$ cat config.mk
export PLATFORM = sky130hd
export DESIGN_NAME = tick_gen
export DESIGN_NICKNAME = d
export VERILOG_FILES = /design/src/rtl/tick_gen_pkg.sv /design/src/rtl/tick_chan.sv /design/src/rtl/tick_gen.sv
export SDC_FILE = /design/constraint.sdc
export NUM_CORES = 1
export LEC_CHECK = 0
export ABC_AREA = 1
export ABC_CLOCK_PERIOD_IN_PS = 7200
export CORE_ASPECT_RATIO = 0.6
export CORE_MARGIN = 2
export CORE_UTILIZATION = 50
export CTS_BUF_LIST = sky130_fd_sc_hd__clkbuf_8 sky130_fd_sc_hd__clkbuf_16
export CTS_CLUSTER_DIAMETER = 50
export DETAILED_ROUTE_END_ITERATION = 8
export GPL_TIMING_DRIVEN = 0
export MAX_ROUTING_LAYER = met4
export PLACE_DENSITY = 0.67
export SYNTH_ARGS = -nofsm -noshare
export SYNTH_HDL_FRONTEND = slang
export SYNTH_SLANG_ARGS = --single-unit
$ cat constraint.sdc
create_clock -name clk -period 7.2 [get_ports clk]
set_input_delay 2.16 -clock clk [delete_from_list [all_inputs] [get_ports clk]]
set_output_delay 2.16 -clock clk [all_outputs]
set_load 0.005 [all_outputs]
$ cat src/rtl/tick_gen_pkg.sv
// Shared types and defaults for the multi-channel tick generator.
// Holds the channel mode encoding and the per-channel update priority order.
package tick_gen_pkg;

    localparam int          CNT_W_DEF          = 32;
    localparam int unsigned DEFAULT_PERIOD_DEF = 50_000_000;

    typedef enum logic {
        MODE_PERIODIC = 1'b0,
        MODE_ONESHOT  = 1'b1
    } mode_e;

    // Per-channel update priority on a single edge; lower value wins.
    localparam int PRI_RESET     = 0;
    localparam int PRI_DISABLE   = 1;
    localparam int PRI_CFG_WRITE = 2;
    localparam int PRI_START     = 3;
    localparam int PRI_COUNT     = 4;

    function automatic logic chan_active(input logic en, input mode_e mode, input logic armed);
        return en && ((mode == MODE_PERIODIC) || armed);
    endfunction

endpackage

$ cat src/rtl/tick_chan.sv
// One tick channel: period/mode registers, up-counter, one-shot arm bit,
// registered tick strobe and registered active flag.
module tick_chan
    import tick_gen_pkg::*;
#(
    parameter int          CNT_W          = CNT_W_DEF,
    parameter int unsigned DEFAULT_PERIOD = DEFAULT_PERIOD_DEF
) (
    input  logic             clk,
    input  logic             rstn,
    input  logic             en,
    input  logic             start,
    input  logic             wr,
    input  logic [CNT_W-1:0] wr_period,
    input  mode_e            wr_mode,
    output logic             tick,
    output logic             active
);

    logic [CNT_W-1:0] period, period_n;
    logic [CNT_W-1:0] cnt, cnt_n;
    mode_e            mode, mode_n;
    logic             armed, armed_n;
    logic             tick_n;
    logic             active_n;
    logic             at_last;

    assign at_last = (cnt >= (period - CNT_W'(1)));

    always_comb begin
        period_n = period;
        mode_n   = mode;
        cnt_n    = cnt;
        armed_n  = armed;
        tick_n   = 1'b0;

        // A valid write always lands in the config registers, even while the
        // channel is disabled, so channels can be set up before being enabled.
        if (wr) begin
            period_n = wr_period;
            mode_n   = wr_mode;
        end

        if (!en) begin
            cnt_n   = '0;
            armed_n = 1'b0;
        end else if (wr || start) begin
            cnt_n   = '0;
            armed_n = start && (mode_n == MODE_ONESHOT);
        end else if (chan_active(en, mode, armed)) begin
            if (at_last) begin
                cnt_n   = '0;
                tick_n  = 1'b1;
                armed_n = 1'b0;
            end else begin
                cnt_n = cnt + CNT_W'(1);
            end
        end else begin
            cnt_n = '0;
        end

        active_n = chan_active(en, mode_n, armed_n);
    end

    always_ff @(posedge clk) begin
        if (!rstn) begin
            period <= CNT_W'(DEFAULT_PERIOD);
            mode   <= MODE_PERIODIC;
            cnt    <= '0;
            armed  <= 1'b0;
            tick   <= 1'b0;
            active <= 1'b0;
        end else begin
            period <= period_n;
            mode   <= mode_n;
            cnt    <= cnt_n;
            armed  <= armed_n;
            tick   <= tick_n;
            active <= active_n;
        end
    end

endmodule

$ cat src/rtl/tick_gen.sv
// Multi-channel programmable strobe generator: validates and decodes config
// writes, flags rejected writes, and instantiates one tick_chan per channel.
module tick_gen
    import tick_gen_pkg::*;
#(
    parameter int          N_CH           = 4,
    parameter int          CNT_W          = CNT_W_DEF,
    parameter int unsigned DEFAULT_PERIOD = DEFAULT_PERIOD_DEF,
    parameter int          CH_W           = (N_CH > 1) ? $clog2(N_CH) : 1
) (
    input  logic             clk,
    input  logic             rstn,
    input  logic             cfg_we,
    input  logic [CH_W-1:0]  cfg_ch,
    input  logic [CNT_W-1:0] cfg_period,
    input  logic             cfg_oneshot,
    input  logic [N_CH-1:0]  ch_en,
    input  logic [N_CH-1:0]  ch_start,
    output logic [N_CH-1:0]  tick,
    output logic [N_CH-1:0]  ch_active,
    output logic             cfg_err
);

    logic  cfg_ok;
    mode_e cfg_mode;

    // Channel index range matters when N_CH is not a power of two.
    assign cfg_ok   = (32'(cfg_ch) < 32'(N_CH)) && (cfg_period != '0);
    assign cfg_mode = cfg_oneshot ? MODE_ONESHOT : MODE_PERIODIC;

    always_ff @(posedge clk) begin
        if (!rstn) begin
            cfg_err <= 1'b0;
        end else begin
            cfg_err <= cfg_we && !cfg_ok;
        end
    end

    for (genvar i = 0; i < N_CH; i++) begin : g_chan
        logic wr;
        assign wr = cfg_we && cfg_ok && (cfg_ch == CH_W'(i));

        tick_chan #(
            .CNT_W          (CNT_W),
            .DEFAULT_PERIOD (DEFAULT_PERIOD)
        ) u_chan (
            .clk       (clk),
            .rstn      (rstn),
            .en        (ch_en[i]),
            .start     (ch_start[i]),
            .wr        (wr),
            .wr_period (cfg_period),
            .wr_mode   (cfg_mode),
            .tick      (tick[i]),
            .active    (ch_active[i])
        );
    end

endmodule
# [Word-level counts from Yosys, hierarchy flattened]
# Cells that the tools add are included.
[totals] reg_bits=273 latch_bits=0 ram_bits=0 romBits=0 in_bits=46 out_inout_bits=9 memories=0
[op_classes] add_sub_neg=8 n_mul=0 n_div=0 n_lt_le_gt_ge=4 n_eq_ne=3 shift=0 muxes=25 bitwise=17 n_reduce_logical=41
[op_table] operator="32-bit by 1-bit adder with 32-bit output, second input constant" n=4
[op_table] operator="32-bit >= comparator" n=4
[op_table] operator="32-bit by 1-bit subtractor with 32-bit output, second input constant" n=4
[op_table] operator="32-bit nonzero test" n=1
[op_table] operator="1-bit 2-to-1 mux" n=25
[op_table] operator="5-bit OR reduction" n=4
[op_table] operator="1-bit logical AND" n=18
[op_table] operator="1-bit NOT" n=17
[op_table] operator="4-bit OR reduction" n=4
[op_table] operator="1-bit logical OR" n=12
[op_table] operator="2-bit == test, second input constant" n=2
[op_table] operator="2-bit by 1-bit == test with 1-bit output, second input constant" n=1
[op_table] operator="2-bit zero test" n=1
[op_table] operator="1-bit zero test" n=1

# [Logic depth before layout (Yosys ltp)]
# Gate-level depths: netlist of the first run.
[logic_depth] depth_word=9 depth_mapped=27

# [Cells and area by module]
# From an unflattened synthesis of the first run, not the netlist that was laid out.
[unflattened] hier_cells=2504 area_unflattened_um2=17315.4
[by_module_without_submodules] mod="tick_chan (g_chan[0].u_chan ...)" instances=3 cells_per_inst=617 area_per_inst_um2=4282.9 seq_area_each_um2=1361.3
[by_module_without_submodules] mod="tick_chan (g_chan[1].u_chan)" instances=1 cells_per_inst=608 area_per_inst_um2=4272.8 seq_area_each_um2=1361.3
[by_module_without_submodules] mod="tick_gen" instances=1 cells_per_inst=45 area_per_inst_um2=193.9 seq_area_each_um2=20.0

# [Worst setup path before layout of the first run]
# No wires, ideal clock.
[synth_path] path_kind="input -> register" startpoint="input cfg_period[19]" endpoint="register g_chan[3].u_chan.cnt[14]" setup_time_ns=0.073 arrival_time_ns=3.266 required_time_ns=7.127 slack_ns=3.861 cell_stages=12 n_path_buf=1 cell_sequence="inv_1 -> nand2_1 -> nor2_1 -> nand2_1 -> nor2_2 -> nand2_4 -> nand3_4 -> nand3_4 -> nor2_4 -> inv_2 -> buf_6 -> nor3_2"
[synth_between] elab_chain_len=5
[synth_lines] item="start, declared" line_no="tick_gen.sv:15" text="input logic [CNT_W-1:0] cfg_period,"
[synth_lines] item="32-bit nonzero test" line_no="tick_gen.sv:28" text="assign cfg_ok = (32'(cfg_ch) < 32'(N_CH)) && (cfg_period != '0);"
[synth_lines] item="1-bit logical AND (2 in a row)" line_no="tick_gen.sv:41" text="assign wr = cfg_we && cfg_ok && (cfg_ch == CH_W'(i));"
[synth_lines] item="1-bit logical OR" line_no="tick_chan.sv:47" text="end else if (wr || start) begin"
[synth_lines] item="5-bit OR reduction (no line)"
[synth_lines] item="end signal, assigned" line_no="tick_chan.sv:76" text="cnt <= cnt_n;"
[synth_lines] item="end, declared" line_no="tick_chan.sv:21" text="logic [CNT_W-1:0] cnt, cnt_n;"
# Every way passes these cells.
# A chain may end at the register's enable or synchronous reset.

# [Worst setup path after layout of the first run]
[layout_path] startpoint="input cfg_period[14]" endpoint="register g_chan[1].u_chan.period[1]"
[layout_between] elab_chain_len=3
[layout_lines] item="32-bit nonzero test" line_no="tick_gen.sv:28"
[layout_lines] item="1-bit logical AND (2 in a row)" line_no="tick_gen.sv:41"
[layout_lines] item="end signal, assigned" line_no="tick_chan.sv:67" text="period <= CNT_W'(DEFAULT_PERIOD);"
[layout_lines] item="end signal, assigned" line_no="tick_chan.sv:74" text="period <= period_n;"
[layout_lines] item="end, declared" line_no="tick_chan.sv:20" text="logic [CNT_W-1:0] period, period_n;"
# Every way passes these cells.

==> results.md, run 1 <==
- Slowest CP cell: clkdlybuf4s50_1
- Clock H-tree levels: 1
- Max_slew headroom: 47.2%
- GRT Overall Usage: 28.5%
- Final setup TNS: 0 ns
- Tmin final: 4.16 ns
- Max-cap violations: 0
- Syn_nets: 2697
- Fin nets: 2784
- Reg-to-reg startpoint: g_chan[0].u_chan.period[0]
- Synthesized area: 18100 sq um
- Area grow syn2layout: 12.1%
- Starting Density: 51.3%
- Sequential area share after synthesis: 30.2%
- Hold depth: 2
- CTS tree: built
- Final setup fails: 0
- Fillcell total: 3308
- Startpoint Class: input port
- Hold Startpoint: g_chan[1].u_chan.period[31]
- Hold Crit Endpoint: g_chan[1].u_chan.period[31]
- First-pass GRT wire length: 83400 um
- Worst reg2reg path depth: 22
- RSZ-0062 raised after global routing: false
- Largest net degree at the start of global routing: 15
- DPL Wire Length: 42000 um
- Worst Path Arrival: 4.58 ns
- Worst-path clk slew: 0.06 ns
- Cts hold-fix bufs: 0
- Drt first pass iters: 5
- Total global routing overflow: 0
- Status: complete, no violations
- # diodes: 0
- Instance count on the critical path: 10
- Worst Tran Pin Value: 0.784 ns
- Vias in the first global route: 15609
- I/O pin total: 55
- Die width: 250 um
- Antenna violation net count after detailed routing: 0
- Placer Congestion: 0.982
- # rows: 53
- CP delay by family, top: buffers and inverters
- Cell Pwr Density: 181 nW/um^2
- Total power: 3.67 mW
- Sequential cell area: 5470 sq um
- CTS max path bufs: 3
- R2r setup slk: 3.37 ns
- Avg Inst Size Synth: 7.21 sq um
- Clock latency on the worst-skew pair: 0.58 ns
- Netlist cell types: 45
- Reg-to-Reg End: g_chan[0].u_chan.cnt[14]
- Buf/Inv on CP: 2
- Max VDD drop: 0.193 mV
- Initial antenna violation count: 0
- Min-Delay Path Class: flip-flop to flip-flop
- Mapped Cells: 2515
- Worst-path cell chain: clkdlybuf4s50_1, nor2_1, and2_1, nand2_1, nor2_2, nand2_4, nand3_4, buf_6, o21ai_0, a21oi_1
- Initial detailed-routing violation count: 1480
- Die Span Y: 151 um
- Share of cells above drive strength 1: 9.75%
- Setup crit end kind: flip-flop
- Fin. Hold Viols: 0
- # clock sinks: 273
- Crit-path max cell delay: 0.81 ns
- Detailed-route via count: 16704
- Die Area: 37800 sq um
- CP Max Fanout: 10
- Skew final: 0.0170 ns
- Post-cts resize count: 0
- Final Cycle Share: 57.7%
- Final Core Density: 57.5%
- Max Freq: 241 MHz
- CTS Buf Count: 31
- Number of vias per cell: 5.40
- CTS root buf: clkbuf_16
- Residual DRC: 0
- Final slew viol count: 0
- Yosys warnings: 0
- Core footprint: 35300 sq um
- Placed insts: 3036
- Total Wirelength: 52200 um
- IO buf count: 54
- Multi-input gate area: 11000 sq um
- Non-Filler Instances: 3092
- #FFs+latches synth: 273
- Post-CTS Setup Bufs: 0
- Hold WS: 0.478 ns
- Worst path required time: 7.62 ns
- Worst Setup Path Type: input port to flip-flop
- WL/cell: 16.9 um
- Leak: 8.60 nW
worst min-delay path, stage by stage, from the launching register on:
cell and delay (ns):
dfxtp_1 0.30, inv_1 0.07, a21oi_1 0.06
per-stage QoR:
| stage | area, sq um | setup slack, ns |
|---|---|---|
| 2_1_floorplan | 18100 | 3.86 |
| 3_3_place_gp | 19200 | 2.68 |
| 3_5_place_dp | 19200 | 2.64 |
| 4_1_cts | 20300 | 3.25 |
| 5_1_grt | 20300 | 3.02 |
| 6_report | 20300 | 3.04 |
sequential cells by signal (all words and copies together) (netlist names):
| register | cells |
|---|---|
| cfg_err | 1 |
| g_chan.u_chan.active | 4 |
| g_chan.u_chan.armed | 4 |
| g_chan.u_chan.cnt | 128 |
| g_chan.u_chan.mode | 4 |
| g_chan.u_chan.period | 128 |
| g_chan.u_chan.tick | 4 |
worst max-delay path by stage:
stage,start,endpoint,slack [ns]
floorplan,cfg_period[19],g_chan[3].u_chan.cnt[14],3.86
global placement,rstn,cfg_err,2.68
detailed placement,cfg_period[14],g_chan[1].u_chan.period[1],2.64
CTS,cfg_period[14],g_chan[1].u_chan.period[1],3.25
global route,g_chan[0].u_chan.period[0],g_chan[0].u_chan.cnt[14],3.02
finish,cfg_period[14],g_chan[1].u_chan.period[1],3.04
synthesized netlist by cell type (all sizes together):
cell type	instances	area (sq um)
nor3b	28	245
xor2	146	1280
nor3	133	910
dfxtp	273	5470
inv	316	1190
ha	136	1700
buf	47	367
nand2	528	2010
o22ai	1	6.26
nor2	324	1360
a21oi	150	800
nand4	54	350
and2	27	169
or2	12	75.1
o21a	3	22.5
a21o	9	67.6
nor4	18	134
and3	2	12.5
o211ai	28	210
nand3	111	711
clkinv	1	3.75
clkbuf	16	60.1
o21ai	96	488
xnor2	56	490
power breakdown:
part | switching [mW] | internal, mW
combinational | 0.266 | 0.150
clock | 0.700 | 0.964
sequential | 0.0407 | 1.55
total | 1.01 | 2.66
layer usage:
metal  GRT usage (%)  share of wire (%)  up-vias
met5               -                  0        -
met4            4.88                1.6        0
met3            8.13                 11       61
met2            39.2                 38      610
met1            41.3                 49     7694
li1                -                  -     8339
kinds of logic (layout without fill, tap and decap cells):
logic type,after synthesis,after routing,share of synthesized area [%]
buffers and inverters,380,490,8.92
AO/OA/AOI/OAI,287,287,8.80
adder cells (fa/ha/maj),136,136,9.39
XOR/XNOR,202,202,9.76
flip-flops,273,273,30.2
AND/OR/NAND/NOR,1237,1237,33.0
cells in the final DEF (no fill, tap or decap), types with 13 or more instances in the layout:
cell	instances
nor2_1	288
buf_6	16
dfxtp_1	273
clkbuf_16	31
ha_1	136
and2_1	26
nand2_1	520
inv_1	307
a21oi_2	13
o21ai_0	89
a21oi_1	137
nand4_1	52
buf_2	17
clkbuf_1	16
clkdlybuf4s50_1	54
xnor2_1	56
nor3b_1	21
xor2_1	146
buf_4	13
nor3_1	88
nor4_1	16
nand3_1	92
nor3_2	42
nor2_2	25
o211ai_1	28
final cells by class:
cell class                      count  area share [%]
Multi-Input combinational cell   1862            54.3
Inverter                          317            5.86
Buffer                             63            2.10
Tap cell                          467            2.88
Clock buffer                       37            4.23
Timing Repair Buffer               54            2.66
Sequential cell                   273            26.9
Clock inverter                     19            1.02
Note: power is estimated with default switching activity, not from simulation.
==> run 2, diff against run 1 <==
ABC_CLOCK_PERIOD_IN_PS = 4350   (was 7200)
clock period = 4.35 ns   (was 7.2 ns; I/O delays follow)
==> results of run 2 <==
Same layout as run 1 (identical final DEF). Status: complete, no violations.
Among the figures that moved: setup slack after placement 2.64 ns -> 0.545 ns; setup slack after layout 3.04 ns -> 0.519 ns; start point of the critical path cfg_period[14] -> g_chan[0].u_chan.period[0]; end point of the critical path g_chan[1].u_chan.period[1] -> g_chan[0].u_chan.cnt[14]; register-to-register setup slack 3.37 ns -> 0.52 ns; total power 3.67 mW -> 6.08 mW; worst IR drop on VDD 0.193 mV -> 0.319 mV
